<file path="src/rtl/alu_issue_ctrl.sv">
`default_nettype none
// ============================================================================
// Module      : alu_issue_ctrl
// Description : Initiator side of a registered-output ALU port. Accepts one
//               operation per valid/ready request, drives the ALU inputs for
//               a single cycle, captures the ALU result two edges later and
//               returns it on a valid/ready result channel. Unsupported
//               opcodes are answered locally with an error flag.
// Revision    : 1.0 - initial release
// ============================================================================
module alu_issue_ctrl #(
  parameter int Width    = 32,
  parameter int OP_CNT_W = 16
) (
  input  logic                clk,
  input  logic                rst_n,
  input  logic                req_valid,
  output logic                req_ready,
  input  logic [3:0]          req_op,
  input  logic [Width-1:0]    req_a,
  input  logic [Width-1:0]    req_b,
  output logic [3:0]          alu_control,
  output logic [Width-1:0]    alu_op1,
  output logic [Width-1:0]    alu_op2,
  input  logic [Width-1:0]    alu_out,
  output logic                res_valid,
  input  logic                res_ready,
  output logic [Width-1:0]    res_data,
  output logic                res_err,
  output logic [OP_CNT_W-1:0] op_count
);

  // Opcodes understood by the ALU; zero is the ALU "hold" code.
  localparam logic [3:0] c_op_nop = 4'b0000;
  localparam logic [3:0] c_op_add = 4'b0001;
  localparam logic [3:0] c_op_shl = 4'b0100;

  typedef enum logic [1:0] {
    S_IDLE  = 2'd0,
    S_ISSUE = 2'd1,
    S_WAIT  = 2'd2,
    S_DONE  = 2'd3
  } state_t;

  state_t                r_state;
  state_t                w_next_state;
  logic                  w_legal_op;
  logic                  w_accept;
  logic [3:0]            r_alu_control;
  logic [Width-1:0]      r_alu_op1;
  logic [Width-1:0]      r_alu_op2;
  logic                  r_res_valid;
  logic [Width-1:0]      r_res_data;
  logic                  r_res_err;
  logic [OP_CNT_W-1:0]   r_op_count;

  // Legal opcodes form the contiguous range add..shl.
  assign w_legal_op = (req_op >= c_op_add) && (req_op <= c_op_shl);
  assign req_ready  = (r_state == S_IDLE);
  assign w_accept   = req_valid && req_ready;

  assign alu_control = r_alu_control;
  assign alu_op1     = r_alu_op1;
  assign alu_op2     = r_alu_op2;
  assign res_valid   = r_res_valid;
  assign res_data    = r_res_data;
  assign res_err     = r_res_err;
  assign op_count    = r_op_count;

  // State register; reset abandons any in-flight operation.
  always_ff @(posedge clk) begin
    if (!rst_n) begin
      r_state <= S_IDLE;
    end else begin
      r_state <= w_next_state;
    end
  end

  // Next-state logic: legal ops take the ISSUE/WAIT path, illegal ones skip to DONE.
  always_comb begin
    w_next_state = r_state;
    case (r_state)
      S_IDLE: begin
        if (w_accept) begin
          w_next_state = w_legal_op ? S_ISSUE : S_DONE;
        end
      end
      S_ISSUE: w_next_state = S_WAIT;
      S_WAIT:  w_next_state = S_DONE;
      S_DONE: begin
        if (r_res_valid && res_ready) begin
          w_next_state = S_IDLE;
        end
      end
      default: w_next_state = S_IDLE;
    endcase
  end

  // Registered ALU drive, result capture and completion counter.
  always_ff @(posedge clk) begin
    if (!rst_n) begin
      r_alu_control <= c_op_nop;
      r_alu_op1     <= '0;
      r_alu_op2     <= '0;
      r_res_valid   <= 1'b0;
      r_res_data    <= '0;
      r_res_err     <= 1'b0;
      r_op_count    <= '0;
    end else begin
      case (r_state)
        S_IDLE: begin
          if (w_accept) begin
            if (w_legal_op) begin
              r_alu_control <= req_op;
              r_alu_op1     <= req_a;
              r_alu_op2     <= req_b;
            end else begin
              r_res_data  <= '0;
              r_res_err   <= 1'b1;
              r_res_valid <= 1'b1;
            end
          end
        end
        S_ISSUE: begin
          // ALU has sampled its inputs; drop back to hold so it is not re-issued.
          r_alu_control <= c_op_nop;
        end
        S_WAIT: begin
          r_res_data  <= alu_out;
          r_res_err   <= 1'b0;
          r_res_valid <= 1'b1;
          r_op_count  <= r_op_count + OP_CNT_W'(1);
        end
        S_DONE: begin
          if (r_res_valid && res_ready) begin
            r_res_valid <= 1'b0;
          end
        end
        default: begin
          r_alu_control <= c_op_nop;
        end
      endcase
    end
  end

endmodule
`default_nettype wire

</file>
<file path="config.mk">
export PLATFORM = sky130hd
export DESIGN_NAME = alu_issue_ctrl
export DESIGN_NICKNAME = d
export VERILOG_FILES = /design/src/rtl/alu_issue_ctrl.sv
export SDC_FILE = /design/constraint.sdc
export NUM_CORES = 1
export LEC_CHECK = 0
export BUFFER_PORTS_ARGS = -buffer_cell sky130_fd_sc_hd__buf_2
export CORE_MARGIN = 2
export CORE_UTILIZATION = 30
export DETAILED_ROUTE_END_ITERATION = 8
export SLEW_MARGIN = 0
export SYNTH_ARGS = -nofsm -noshare
export SYNTH_HDL_FRONTEND = slang
export SYNTH_SLANG_ARGS = --single-unit
</file>
<file path="constraint.sdc">
create_clock -name clk -period 2.8 [get_ports clk]
set_input_delay 0.42 -clock clk [delete_from_list [all_inputs] [get_ports clk]]
set_output_delay 0.42 -clock clk [all_outputs]
set_load 0.005 [all_outputs]
</file>
# After elaboration in Yosys (flattened, before gate mapping)
# Cells that the tools add are included.
# word_totals
regBits	120
output_inout_bits	119
in_bits	104
# classes
n_lt_le_gt_ge	2
mux	15
eq_ne	7
reduce_logical	12
n_addsub	1
# op_table
cell	count
32-bit 2-to-1 mux	2
32-bit case mux with 2 select lines	1
16-bit by 1-bit adder with 16-bit output (second input constant)	1
3-bit AND reduction	3
4-bit 2-to-1 mux	2
2-bit case mux with 4 select lines	1
4-bit case mux with 2 select lines	1
2-bit 2-to-1 mux	3
2-bit equality test (second input constant)	2
4-bit by 1-bit greater-or-equal comparator with 1-bit output (second input constant)	1
4-bit by 3-bit <= comparator with 1-bit output (second input constant)	1
2-bit by 1-bit inequality test with 1-bit output (second input constant)	2
2-bit inequality test (second input constant)	2
4-bit AND reduction	1
2-bit nonzero test	2
1-bit logical AND	3
1-bit 2-to-1 mux	3
1-bit case mux with 3 select lines	1
3-bit nonzero test	1
2-bit by 1-bit equality test with 1-bit output (second input constant)	1
2-bit zero test	1
1-bit case mux with 2 select lines	1
2-bit AND reduction	1

# Logic depth before layout (Yosys ltp)
# logic_depth
word_depth	5
ltp_mapped	8
depth_no_buf	6

# Worst setup path after synthesis
# OpenSTA, ideal clock, no wires.
# synth_path
kind	flip-flop to flip-flop
start	register r_state[0]
end	register r_res_err (netlist: res_err)
setup_ns	0.087
n_path_buf	2
synth_period_minus_slack_ns	1.750
path_slack_ns	1.050
required_ns	2.713
stages_incl_launch_ff	9
arrival_ns	1.662
cell_sequence	dfxtp_1 inv_1 ha_1 nand2b_1 o31ai_1 buf_4 buf_2 nand3_1 o31ai_1
# synth_via
elab_chain_len	4
word_cells_on_any_way	8
# synth_rtl
item	line	rtl
start: declaration	45	state_t r_state;
start signal: assignment	75	r_state <= w_next_state;
2-bit zero test *	59	assign req_ready = (r_state == S_IDLE);
via req_ready	18	output logic req_ready,
1-bit logical AND	60	assign w_accept = req_valid && req_ready;
2-bit by 1-bit inequality test with 1-bit output (no line)	--	
3-bit AND reduction (no line)	--	
end signal: assignment	107	r_res_err <= 1'b0;
end signal: assignment	119	r_res_err <= 1'b1;
end signal: assignment	130	r_res_err <= 1'b0;
end: declaration	54	logic r_res_err;
# Mark *: on every way through the listed nets, which the timed path passes. The rest lies on a longest branch.
# A chain may end at the register's enable or synchronous reset.

# Worst setup path in the final report
# layout_path
start	register r_state[1]
end	register r_alu_op2[3] (netlist: alu_op2[3])
# layout_via
elab_chain_len	3
# layout_rtl
item	line	rtl
2-bit zero test *	59, 110	
1-bit logical AND	60	
3-bit AND reduction (no line) *	--	
end signal: assignment	116	r_alu_op2 <= req_b;
end: declaration	51	logic [Width-1:0] r_alu_op2;
# Every way passes the cells marked *; elsewhere a longest branch is shown, timed or not.

==> out/metrics.cfg <==
[final_layout]
areaGrowthSynthToFinish_pct = 38.6
multi_input_area_um2 = 2010
diodes = 0
nets = 867
ff_latch_area_um2 = 2400
utilization_pct = 42.6
fin_cells = 959
drive_above_1_share_pct = 33.9
fill_cells = 1570
finalInstanceArea_um2 = 6470

[die]
rows = 45
die_w_um = 129
start_util_pct = 30.7
die_area_um2 = 16600
core_area_um2 = 15200
die_h_um = 129
ioPinCount = 223

[detailed_routing]
drt_iter0_markers = 250
via_per_inst = 4.67
drc = 0
firstDrtPassIters = 4
vias = 4475
postRouteAntennaNets = 0
routedWlPerCell_um = 12.8
wirelength_um = 12300

[global_route]
grt_pass1_vias = 3848
grt_util_met3_pct = 6.20
grt.busiest_layer = met2
overflow = 0
grt_start_max_net_pins = 151
gr-usage-met2_pct = 20.3
grt_util_all_layers_pct = 14.6
grt_pass1_wl_um = 19400
antenna_found_initial = 0
met1_usage_pct = 19.9

[placed_design]
routabilityCongestion = 0.727
dpl.hpwl_um = 8120
place_ws_ns = 0.706
io_buffers = 222
dpl_cell_area_um2 = 5860
dpl.cell_count = 927

[cts]
cts_root_buf = clkbuf_16
cts_buffers = 17
cts_buffer_depth = 2
cts_tree = done
clock_latency_ns = 0.41
htree_levels = 4
cts_sinks = 120
cts_resized = 0
path_clk_slew_ns = 0.06
hold_buffers = 0
post_cts_buffers = 0

[critical_path]
criticalPathCategory = reg2reg
path_delay_family = simple AND/OR/NAND/NOR gates
worstSetupEndpointType = flop
path_buf_inv = 2
startpoint_type = flop
cpPeakStageDelay_ns = 0.41
worstPathArrival_ns = 2.43
required_ns = 3.14
crit_path_top_delay_cell = buf_12
path_max_fanout = 135
crit_chain = inv_1, ha_1, nand2b_1, nor4_4, buf_12, nand3_1, o21ai_0

[logic_synthesis]
seq_area_frac_synth_pct = 51.5
synth_area_um2 = 4670
yosysWarnings = 0
ys_ff_latch = 120
synth_cell_type_count = 35
synth_area_per_cell_um2 = 8.29
synth-edff-count = 0
async_flop_share_pct = 0
syn_nets = 672
syn_inst = 563
synthFlopType = dfxtp_1

[timing]
max_slew.worst_pin.slew_ns = 0.693
slew_viol_final = 0
rsz0062_at_grt = false
tns_ns = 0
fin_skew_ns = 0.00622
hold_slack_ns = 0.226
hold_viol = 0
fmax_mhz = 479
slew_headroom_pct = 53.8
setup_violations = 0
post-route-worst-setup-slack_ns = 0.712
fin_crit_ns = 2.09
timing.final.crit_share_pct = 74.6

[power_and_ir_drop]
p_total_mw = 5.10
p_leak_nw = 2.81
worst_ir_drop_vdd_v = 0.000377
p_per_area_nw_per_um2 = 788

[status]
status = finished clean

[min_path]
hold_path.class = in2reg

[flow_run]
cap_violations = 0

## registers in the layout, indices dropped and copies added, names as in the netlist
name and cells:
res_err 1, res_valid 1, alu_control 4, alu_op2 32
r_state 2, res_data 32, op_count 16, alu_op1 32
## cells in the mapped netlist (2+ instances only)
cell / count / area, um2
buf_6: 6 / 67.6
mux2i_1: 3 / 30.0
and3_1: 2 / 12.5
xnor2_1: 5 / 43.8
inv_1: 5 / 18.8
nand2_1: 74 / 278
nor3b_1: 2 / 15.0
ha_1: 5 / 62.6
buf_2: 5 / 25.0
o21ai_0: 81 / 405
dfxtp_1: 120 / 2400
nor3_1: 7 / 35.0
nand2b_1: 4 / 25.0
clkbuf_1: 37 / 139
or3_1: 5 / 31.3
a21oi_1: 7 / 35.0
nor2_1: 12 / 45.0
o21ai_1: 22 / 110
nand4_1: 7 / 43.8
nand4b_1: 3 / 26.3
nand3_1: 134 / 671
xor2_1: 3 / 26.3
o31ai_1: 2 / 15.0
## worst paths after layout
| check | start | slack (ns) | end | cells after the start |
|---|---|---|---|---|
| worst max-delay path | r_state[1] | 0.71 | alu_op2[3] | 7 |
| worst min-delay path | req_b[8] | 0.23 | alu_op2[8] | 3 |
| worst max register to register | r_state[1] | 0.71 | alu_op2[3] | 7 |
| worst min register to register | alu_control[3] | 0.44 | alu_control[3] | 2 |
## power by group
group,switching [mW],leakage (nW),internal (mW)
sequential,0.0862,0.972,1.86
combinational,0.558,1.54,0.350
clock,0.755,0.300,1.49
total,1.40,2.81,3.70
## logic make-up (layout without fill, tap and decap cells)
family,count (synthesis),count (layout),share of synthesized area [%]
flip-flops,120,120,51.5
XOR/XNOR,8,8,1.50
AO/OA/AOI/OAI,116,116,12.8
AND/OR/NAND/NOR,254,254,26.3
buffers and inverters,56,264,5.68
adder cells (fa/ha/maj),5,5,1.34
multiplexers,4,4,0.884
## per-layer routing
metal,vias up,wire length (um)
met3,12,979
met2,139,5290
met4,0,188
li1,2356,-
met5,-,0
met1,1968,5840
## layout make-up
class / instances / area share (%)
sequential: 120 / 37.1
multi-input combinational: 387 / 31.1
timing repair buffer: 226 / 18.3
clock buffer: 24 / 7.60
tap: 188 / 3.64
clock inverter: 8 / 1.82
inverter: 6 / 0.348
## worst register-to-register path, stage by stage, from the launching register on
cell      delay, ns
dfxtp_1        0.34
inv_1          0.09
ha_1           0.27
nand2b_1       0.21
nor4_4         0.35
buf_12         0.41
nand3_1        0.26
o21ai_0        0.10
## layout by cell type, fill, tap and decap left out, types with 2 or more instances in the layout
cell type,count
buf_2,221
nand3_1,134
dfxtp_1,120
o21ai_0,81
nand2_1,74
o21ai_1,22
clkbuf_16,17
nor2_1,12
a21oi_1,7
nor3_1,7
nand4_1,7
inv_1,5
or3_1,5
xnor2_1,5
ha_1,5
nand2b_1,4
clkinv_2,4
clkbuf_8,4
nand4b_1,3
mux2i_1,3
xor2_1,3
clkbuf_1,3
bufinv_16,3
buf_12,3
and3_1,2
nor3b_1,2
No activity file was read; power rests on OpenSTA's default activity.
